--- config.mk ---
export PLATFORM = sky130hd
export DESIGN_NAME = accum_avg_tx
export DESIGN_NICKNAME = d
export VERILOG_FILES = /design/src/rtl/accum_avg_tx.sv
export SDC_FILE = /design/constraint.sdc
export NUM_CORES = 1
export LEC_CHECK = 0
export BUFFER_PORTS_ARGS = -buffer_cell sky130_fd_sc_hd__buf_2
export CELL_PAD_IN_SITES_DETAIL_PLACEMENT = 0
export CELL_PAD_IN_SITES_GLOBAL_PLACEMENT = 2
export CORE_MARGIN = 10
export CORE_UTILIZATION = 40
export DETAILED_ROUTE_END_ITERATION = 10
export HOLD_SLACK_MARGIN = 0.06
export PLACE_DENSITY_LB_ADDON = 0.2
export SYNTH_ARGS = -nofsm -noshare
export SYNTH_HDL_FRONTEND = slang
export SYNTH_SLANG_ARGS = --single-unit
--- constraint.sdc ---
create_clock -name clk -period 3.54 [get_ports clk]
set_input_delay 0.354 -clock clk [delete_from_list [all_inputs] [get_ports clk]]
set_output_delay 0.354 -clock clk [all_outputs]
set_load 0.05 [all_outputs]
--- src/rtl/accum_avg_tx.sv ---
// Averages each 20-bit TDC accumulation sum (offset removal, restoring divide,
// 16-bit saturation) and transmits the mean as a 4-byte UART 8N1 frame.
`timescale 1ns/1ps

module accum_avg_tx #(
    parameter int unsigned CLKS_PER_BIT = 434,
    parameter int unsigned N_SAMPLES    = 9,
    parameter int unsigned SUM_OFFSET   = 162
) (
    input  logic        clk,
    input  logic        rst,
    input  logic [19:0] result,
    input  logic        result_valid,
    input  logic        ovr_clr,
    output logic        tx,
    output logic        busy,
    output logic [15:0] avg_out,
    output logic        avg_valid,
    output logic        overrun
);

    localparam int unsigned SUM_W   = 20;
    localparam int unsigned REM_W   = 21;
    localparam int unsigned AVG_W   = 16;
    localparam int unsigned FRAME_W = 40;
    localparam int unsigned POS_W   = 6;
    localparam int unsigned DIV_W   = 5;
    localparam int unsigned CNT_W   = (CLKS_PER_BIT > 1) ? $clog2(CLKS_PER_BIT) : 1;
    localparam logic [7:0]  SYNC    = 8'hA5;

    typedef enum logic [2:0] {
        IDLE,
        SUB,
        DIV,
        SAT,
        SEND
    } state_t;

    state_t               state;
    logic [SUM_W-1:0]     sum;
    logic [SUM_W-1:0]     dvd;
    logic [REM_W-1:0]     rem;
    logic [DIV_W-1:0]     div_cnt;
    logic [SUM_W-1:0]     pend;
    logic                 pend_full;
    logic [FRAME_W-1:0]   frame;
    logic [POS_W-1:0]     bit_pos;
    logic [CNT_W-1:0]     clk_cnt;

    logic [SUM_W-1:0]     adj_c;
    logic [REM_W-1:0]     rem_shift_c;
    logic [REM_W-1:0]     rem_next_c;
    logic                 q_bit_c;
    logic [AVG_W-1:0]     avg_sat_c;
    logic [7:0]           chk_c;
    logic [FRAME_W-1:0]   frame_c;
    logic                 ovr_set_c;

    // Datapath helpers: offset clamp, one restoring-divide step, saturation, framing
    always_comb begin
        adj_c       = '0;
        rem_shift_c = REM_W'({rem, dvd[SUM_W-1]});
        q_bit_c     = 1'b0;
        rem_next_c  = rem_shift_c;
        if (sum >= SUM_W'(SUM_OFFSET)) begin
            adj_c = sum - SUM_W'(SUM_OFFSET);
        end
        if (rem_shift_c >= REM_W'(N_SAMPLES)) begin
            q_bit_c    = 1'b1;
            rem_next_c = rem_shift_c - REM_W'(N_SAMPLES);
        end
        avg_sat_c = (|dvd[SUM_W-1:AVG_W]) ? 16'hFFFF : dvd[AVG_W-1:0];
        chk_c     = SYNC ^ avg_sat_c[15:8] ^ avg_sat_c[7:0];
        // Bit 0 is the first bit on the wire; each byte is {stop, data, start}
        frame_c   = {1'b1, chk_c,           1'b0,
                     1'b1, avg_sat_c[7:0],  1'b0,
                     1'b1, avg_sat_c[15:8], 1'b0,
                     1'b1, SYNC,            1'b0};
        ovr_set_c = result_valid && (state != IDLE) && pend_full;
    end

    always_ff @(posedge clk or negedge rst) begin
        if (!rst) begin
            state     <= IDLE;
            sum       <= '0;
            dvd       <= '0;
            rem       <= '0;
            div_cnt   <= '0;
            pend      <= '0;
            pend_full <= 1'b0;
            frame     <= '0;
            bit_pos   <= '0;
            clk_cnt   <= '0;
            tx        <= 1'b1;
            busy      <= 1'b0;
            avg_out   <= '0;
            avg_valid <= 1'b0;
            overrun   <= 1'b0;
        end else begin
            avg_valid <= 1'b0;

            if (ovr_set_c) begin
                overrun <= 1'b1;
            end else if (ovr_clr) begin
                overrun <= 1'b0;
            end

            // A full buffer in IDLE is consumed this cycle, so a new sum refills it
            if (result_valid && ((state != IDLE) || pend_full)) begin
                pend      <= result;
                pend_full <= 1'b1;
            end else if ((state == IDLE) && pend_full) begin
                pend_full <= 1'b0;
            end

            case (state)
                IDLE: begin
                    tx <= 1'b1;
                    if (pend_full || result_valid) begin
                        sum   <= pend_full ? pend : result;
                        busy  <= 1'b1;
                        state <= SUB;
                    end else begin
                        busy <= 1'b0;
                    end
                end
                SUB: begin
                    dvd     <= adj_c;
                    rem     <= '0;
                    div_cnt <= '0;
                    state   <= DIV;
                end
                DIV: begin
                    dvd     <= {dvd[SUM_W-2:0], q_bit_c};
                    rem     <= rem_next_c;
                    div_cnt <= div_cnt + DIV_W'(1);
                    if (div_cnt == DIV_W'(SUM_W - 1)) begin
                        state <= SAT;
                    end
                end
                SAT: begin
                    avg_out   <= avg_sat_c;
                    avg_valid <= 1'b1;
                    frame     <= frame_c;
                    bit_pos   <= '0;
                    clk_cnt   <= '0;
                    state     <= SEND;
                end
                SEND: begin
                    tx <= frame[bit_pos];
                    if (clk_cnt == CNT_W'(CLKS_PER_BIT - 1)) begin
                        clk_cnt <= '0;
                        if (bit_pos == POS_W'(FRAME_W - 1)) begin
                            state <= IDLE;
                        end else begin
                            bit_pos <= bit_pos + POS_W'(1);
                        end
                    end else begin
                        clk_cnt <= clk_cnt + CNT_W'(1);
                    end
                end
                default: state <= IDLE;
            endcase
        end
    end

endmodule

# == Yosys cells after proc, flatten, opt, wreduce, memory -nomap -nowiden ==
# Index checks and enable logic that the tools add are counted.
# word_totals
out_inout_bits,20
elab_cells,81
register_bits,156
# classes
magnitude_cmp,3
addsub,5
n_eq_ne,12
muxes,27
n_reduce_logical,17
bitwise_logic,2
# op_table
operator,count
20-bit case mux with 2 select lines,2
20-bit 2-to-1 mux,3
"21-bit by 4-bit greater-or-equal comparator with 1-bit output, second input constant",1
"20-bit by 8-bit greater-or-equal comparator with 1-bit output, second input constant",1
"20-bit by 4-bit subtractor with 20-bit output, second input constant",1
"20-bit by 8-bit subtractor with 20-bit output, second input constant",1
9-bit case mux with 2 select lines,1
16-bit 2-to-1 mux,1
3-bit case mux with 5 select lines,1
3-bit 2-to-1 mux,4
6-bit 2-to-1 mux,2
6-bit case mux with 2 select lines,1
5-bit case mux with 2 select lines,1
2-bit nonzero test,5
"9-bit by 1-bit adder with 9-bit output, second input constant",1
"9-bit == test, second input constant",1
9-bit 2-to-1 mux,1
1-bit 2-to-1 mux,8
"2-bit inequality test, second input constant",4
8-bit XOR,1
"6-bit by 7-bit < comparator with 1-bit output, second input constant",1
"6-bit by 1-bit adder with 6-bit output, second input constant",1
1-bit binary-select mux with 6-bit select,1
"3-bit by 2-bit == test with 1-bit output, second input constant",2
other kinds (16),20

# == Logic depth before layout (Yosys ltp) ==
# depth
ltp_word,4
ltp_mapped,9
ltp_nobuf,7

# == Worst setup path before layout ==
# No wires, ideal clock.
# synth_path
path_type,register -> register
start,register rem[11]
end,register rem[18]
path_stages_with_launch,7
required_ns,3.414
path_slack_ns,1.084
synth_period_minus_slack_ns,2.456
setup_ns,0.126
arrival_ns,2.330
cell_sequence,dfrtp_1 > or4_4 > or4_4 > buf_6 > or3_1 > o311a_1 > a221o_1
# synth_between
elab_chain_len,3
# synth_rtl
item,line,rtl
"start, declared",42,logic [REM_W-1:0] rem;
"start signal, assigned",135,rem <= rem_next_c;
20-bit by 4-bit subtractor with 20-bit output or 21-bit by 4-bit greater-or-equal comparator with 1-bit output (tied branches),"70, 68",
20-bit 2-to-1 mux (*),68,if (rem_shift_c >= REM_W'(N_SAMPLES)) begin
20-bit case mux with 2 select lines (*),116,case (state)
# Every way passes the cells marked *; elsewhere a longest branch is shown, timed or not.
# A chain may end at the register's enable or synchronous reset.

# == Final worst setup path ==
# Ends and elaborated chain as after synthesis.

==> out/results.txt <==
P_int: 0.004591 W
Fraction of registers with async set/reset: 100.0%
WS Path Type: reg -> reg
Post-synthesis sequential area ratio: 48.64%
Synthesized area: 6845 um^2
Skew final: 7.531 ps
Chip width: 150.8 um
Actual slew at the worst max-slew pin: 1165 ps
Initial Utilization: 40.99%
Die area: 22750 um^2
Core Box Area: 16700 um^2
Area occupied by registers: 3329 um^2
Post-CTS setup buffer count: 0
GR Util All Layers: 14.63%
First-pass GRT wire length: 26.88 mm
YS warnings: 0
Max Slew Vio Count: 0
Area grow syn2layout: 12.89%
Syn_nets: 705
Max-slew headroom: 22.32%
Clk slew on worst S/H paths: 60 ps
Hold Violations, Final: 4
Setup_tns: 0 ps
Psw: 0.003413 W
Cell variety after synth: 66
Clk_lat worst skew: 420 ps
Post-route minimum period: 2617 ps
FP Rows: 47
Vias in the first global route: 5072
Number of antenna violations at the first check in global routing: 0
RSZ-0062 raised after global routing: false
CP Max Fanout: 15
Post-CTS Resized: 0
Final period util: 73.94%
Clock Power Share: 22.9%
Synth Flop Type: dfrtp_1
Fin nets: 717
Total grt overflow: 0
DRC Markers: 0
Min-Delay Path Class: in -> async
Design Area, Final: 7727 um^2
Fill count: 1575
Placement-stage cell area: 7118 um^2
Routed via count: 5087
Placer Congestion: 0.8071
Layout cells sized above 1: 17.45%
Synth Area per Inst: 10.16 um^2
Die height: 150.8 um
Post-synth EDFFs: 0
Final ANT Viol Nets: 0
# IOs: 44
1st-iter DRT viols: 291
CTS tree: done
Ant diodes: 0
Clock sink count: 133
WL/cell: 17.10 um
Switch share: 42.64%
Required time of the critical path: 3840 ps
Max_cap viols: 0
Largest net degree at the start of global routing: 97
Leakage: 3.248 nW
Crit end category: flop
CTS Hold Bufs: 0
Status: finished, violations left
Comb pwr share: 41.7%
Syn Inst Count: 674
CTS H-tree lvls: 4
Max clock buf depth: 2
Worst ir drop on vdd: 0.4550 mV
Sequential cell fraction of total power: 35.4%
Routed Wire Length: 15.71 mm
Final Setup Violations: 0
FF+latch count, synth: 133
Worst Path Arrival: 2920 ps
# port buffers: 43
Pwr dens: 1036 nW/um^2
TritonCTS Buffers: 17
Multi-input logic area: 3146 um^2
Via density: 5.535
Root buffer cell: clkbuf_16
Fmax: 382.1 MHz
Worst Setup Start Kind: flop
Hold Slack: -23.95 ps
DP Wirelength: 10.81 mm
Drt pass-1 iters: 5
Failing checks: negative hold slack
[area by class of cell]
class / count / share of cell area, %
flip-flops and latches: 133 / 43.09
clock inverters: 12 / 1.975
inverters: 19 / 0.9229
multi-input cells: 462 / 40.71
well taps: 220 / 3.562
repair buffers: 53 / 3.837
clock buffers: 20 / 5.910
[state kept, by name, indices dropped and copies added (netlist names), 6 cells and up]
signal	count
pend	20
bit_pos	6
avg_out	15
clk_cnt	9
dvd	20
frame	10
rem	20
sum	20
[power by group through the flow]
stage | registers, W | logic, W | clock network (W)
2_1_floorplan | 0.00259 | 0.00290 | 0
3_3_place_gp | 0.00284 | 0.00334 | 0
3_5_place_dp | 0.00286 | 0.00336 | 0
4_1_cts | 0.00284 | 0.00338 | 0.00187
5_1_grt | 0.00295 | 0.00376 | 0.00194
6_report | 0.00284 | 0.00334 | 0.00183
[cell usage in the layout (no fill, tap or decap), types with 5 or more instances in the layout]
cell type / n
a221o_1: 6
mux2i_1: 25
buf_4: 10
buf_2: 42
a21oi_1: 37
and3_1: 6
a22oi_1: 9
mux2_2: 21
nand3_1: 15
mux4_2: 6
ha_1: 7
o21ai_0: 50
dfrtp_1: 132
o22a_1: 20
nand2b_1: 6
o211ai_1: 6
a31oi_1: 9
clkbuf_16: 17
nor2_1: 66
xnor2_1: 23
nand2_1: 37
nor4_1: 9
nor3_1: 19
a221oi_1: 5
xor2_1: 9
inv_1: 19
[routing by layer]
metal,track usage [%],wire length (um)
met5,0,0
met4,4.283,172
met1,19.64,7633
met3,3.789,617
met2,22.76,7288
[worst paths after layout]
| kind | cells past startpoint | slack [ps] | endpoint | startpoint |
|---|---|---|---|---|
| worst min register to register | 2 | 480 | frame[34] | frame[34] |
| max in group asynchronous | 2 | 2620 | rem[15] | rst |
| worst min-delay path | 1 | -20 | rem[13] | rst |
| worst max-delay path | 5 | 920 | rem[18] | rem[11] |
| worst max register to register | 5 | 920 | rem[18] | rem[11] |
| min in group clk | 2 | 120 | overrun | ovr_clr |
[per-stage QoR]
| stage | utilization [%] | hold WS [ps] | setup WS (ps) | total power (W) | std cells |
|---|---|---|---|---|---|
| after floorplan | - | 58.41 | 1084 | 0.005485 | 674 |
| after global placement | 42.62 | 460.7 | 943.8 | 0.006176 | 887 |
| after detailed placement | 42.62 | 471.2 | 926.3 | 0.006226 | 887 |
| after CTS | 46.27 | 81.51 | 917.1 | 0.008089 | 919 |
| after global routing | 46.27 | 118.7 | 744.4 | 0.008641 | 919 |
| final | 46.27 | -23.95 | 922.6 | 0.008005 | 919 |
[critical path, cell delays in order (launching register included)]
cell and delay, ps:
dfrtp_1 410, or4_4 560, or4_4 500, o31ai_4 620
nor3_1 110, a221o_1 310
[Yosys cell counts (2+ instances only)]
master    count  area share, %
a21o_1        2           0.22
a21oi_1      37            2.7
a221o_1       6           0.88
a221oi_1      5           0.64
a22o_1        4           0.51
a22oi_1       9           0.99
a31oi_1       9           0.82
a41oi_1       2           0.26
and2_1        3           0.27
and3_1        6           0.55
buf_4        16            1.8
buf_6         2           0.33
clkbuf_1     40            2.2
dfrtp_1     132             48
ha_1          7            1.3
inv_1        19            1.0
mux2_2       21            3.5
mux2i_1      25            3.7
mux4_2        6            2.0
nand2_1      37            2.0
nand2b_1      6           0.55
nand3_1      15            1.1
nand4_1       4           0.37
nor2_1       67            3.7
nor3_1       19            1.4
nor4_1        9           0.82
o211ai_1      6           0.66
o21a_1        4           0.44
o21ai_0      51            3.7
o22a_1       20            2.6
o22ai_1       3           0.27
o311a_1       4           0.58
o311a_2       2           0.33
o31a_1        3           0.38
o31ai_1       4           0.44
o41ai_1       2           0.26
or2_2         2           0.18
or3_1         4           0.37
or4_1         3           0.33
or4_4         2           0.33
xnor2_1      23            2.9
xor2_1        9            1.2
[logic make-up after synthesis]
logic type	share of synthesized area, %
compound gates	18.63
simple gates	12.69
flops	48.64
buf+inv	5.447
mux	9.084
xor+xnor	4.094
fa+ha+maj	1.426
Power figures use the tool's default switching activity.
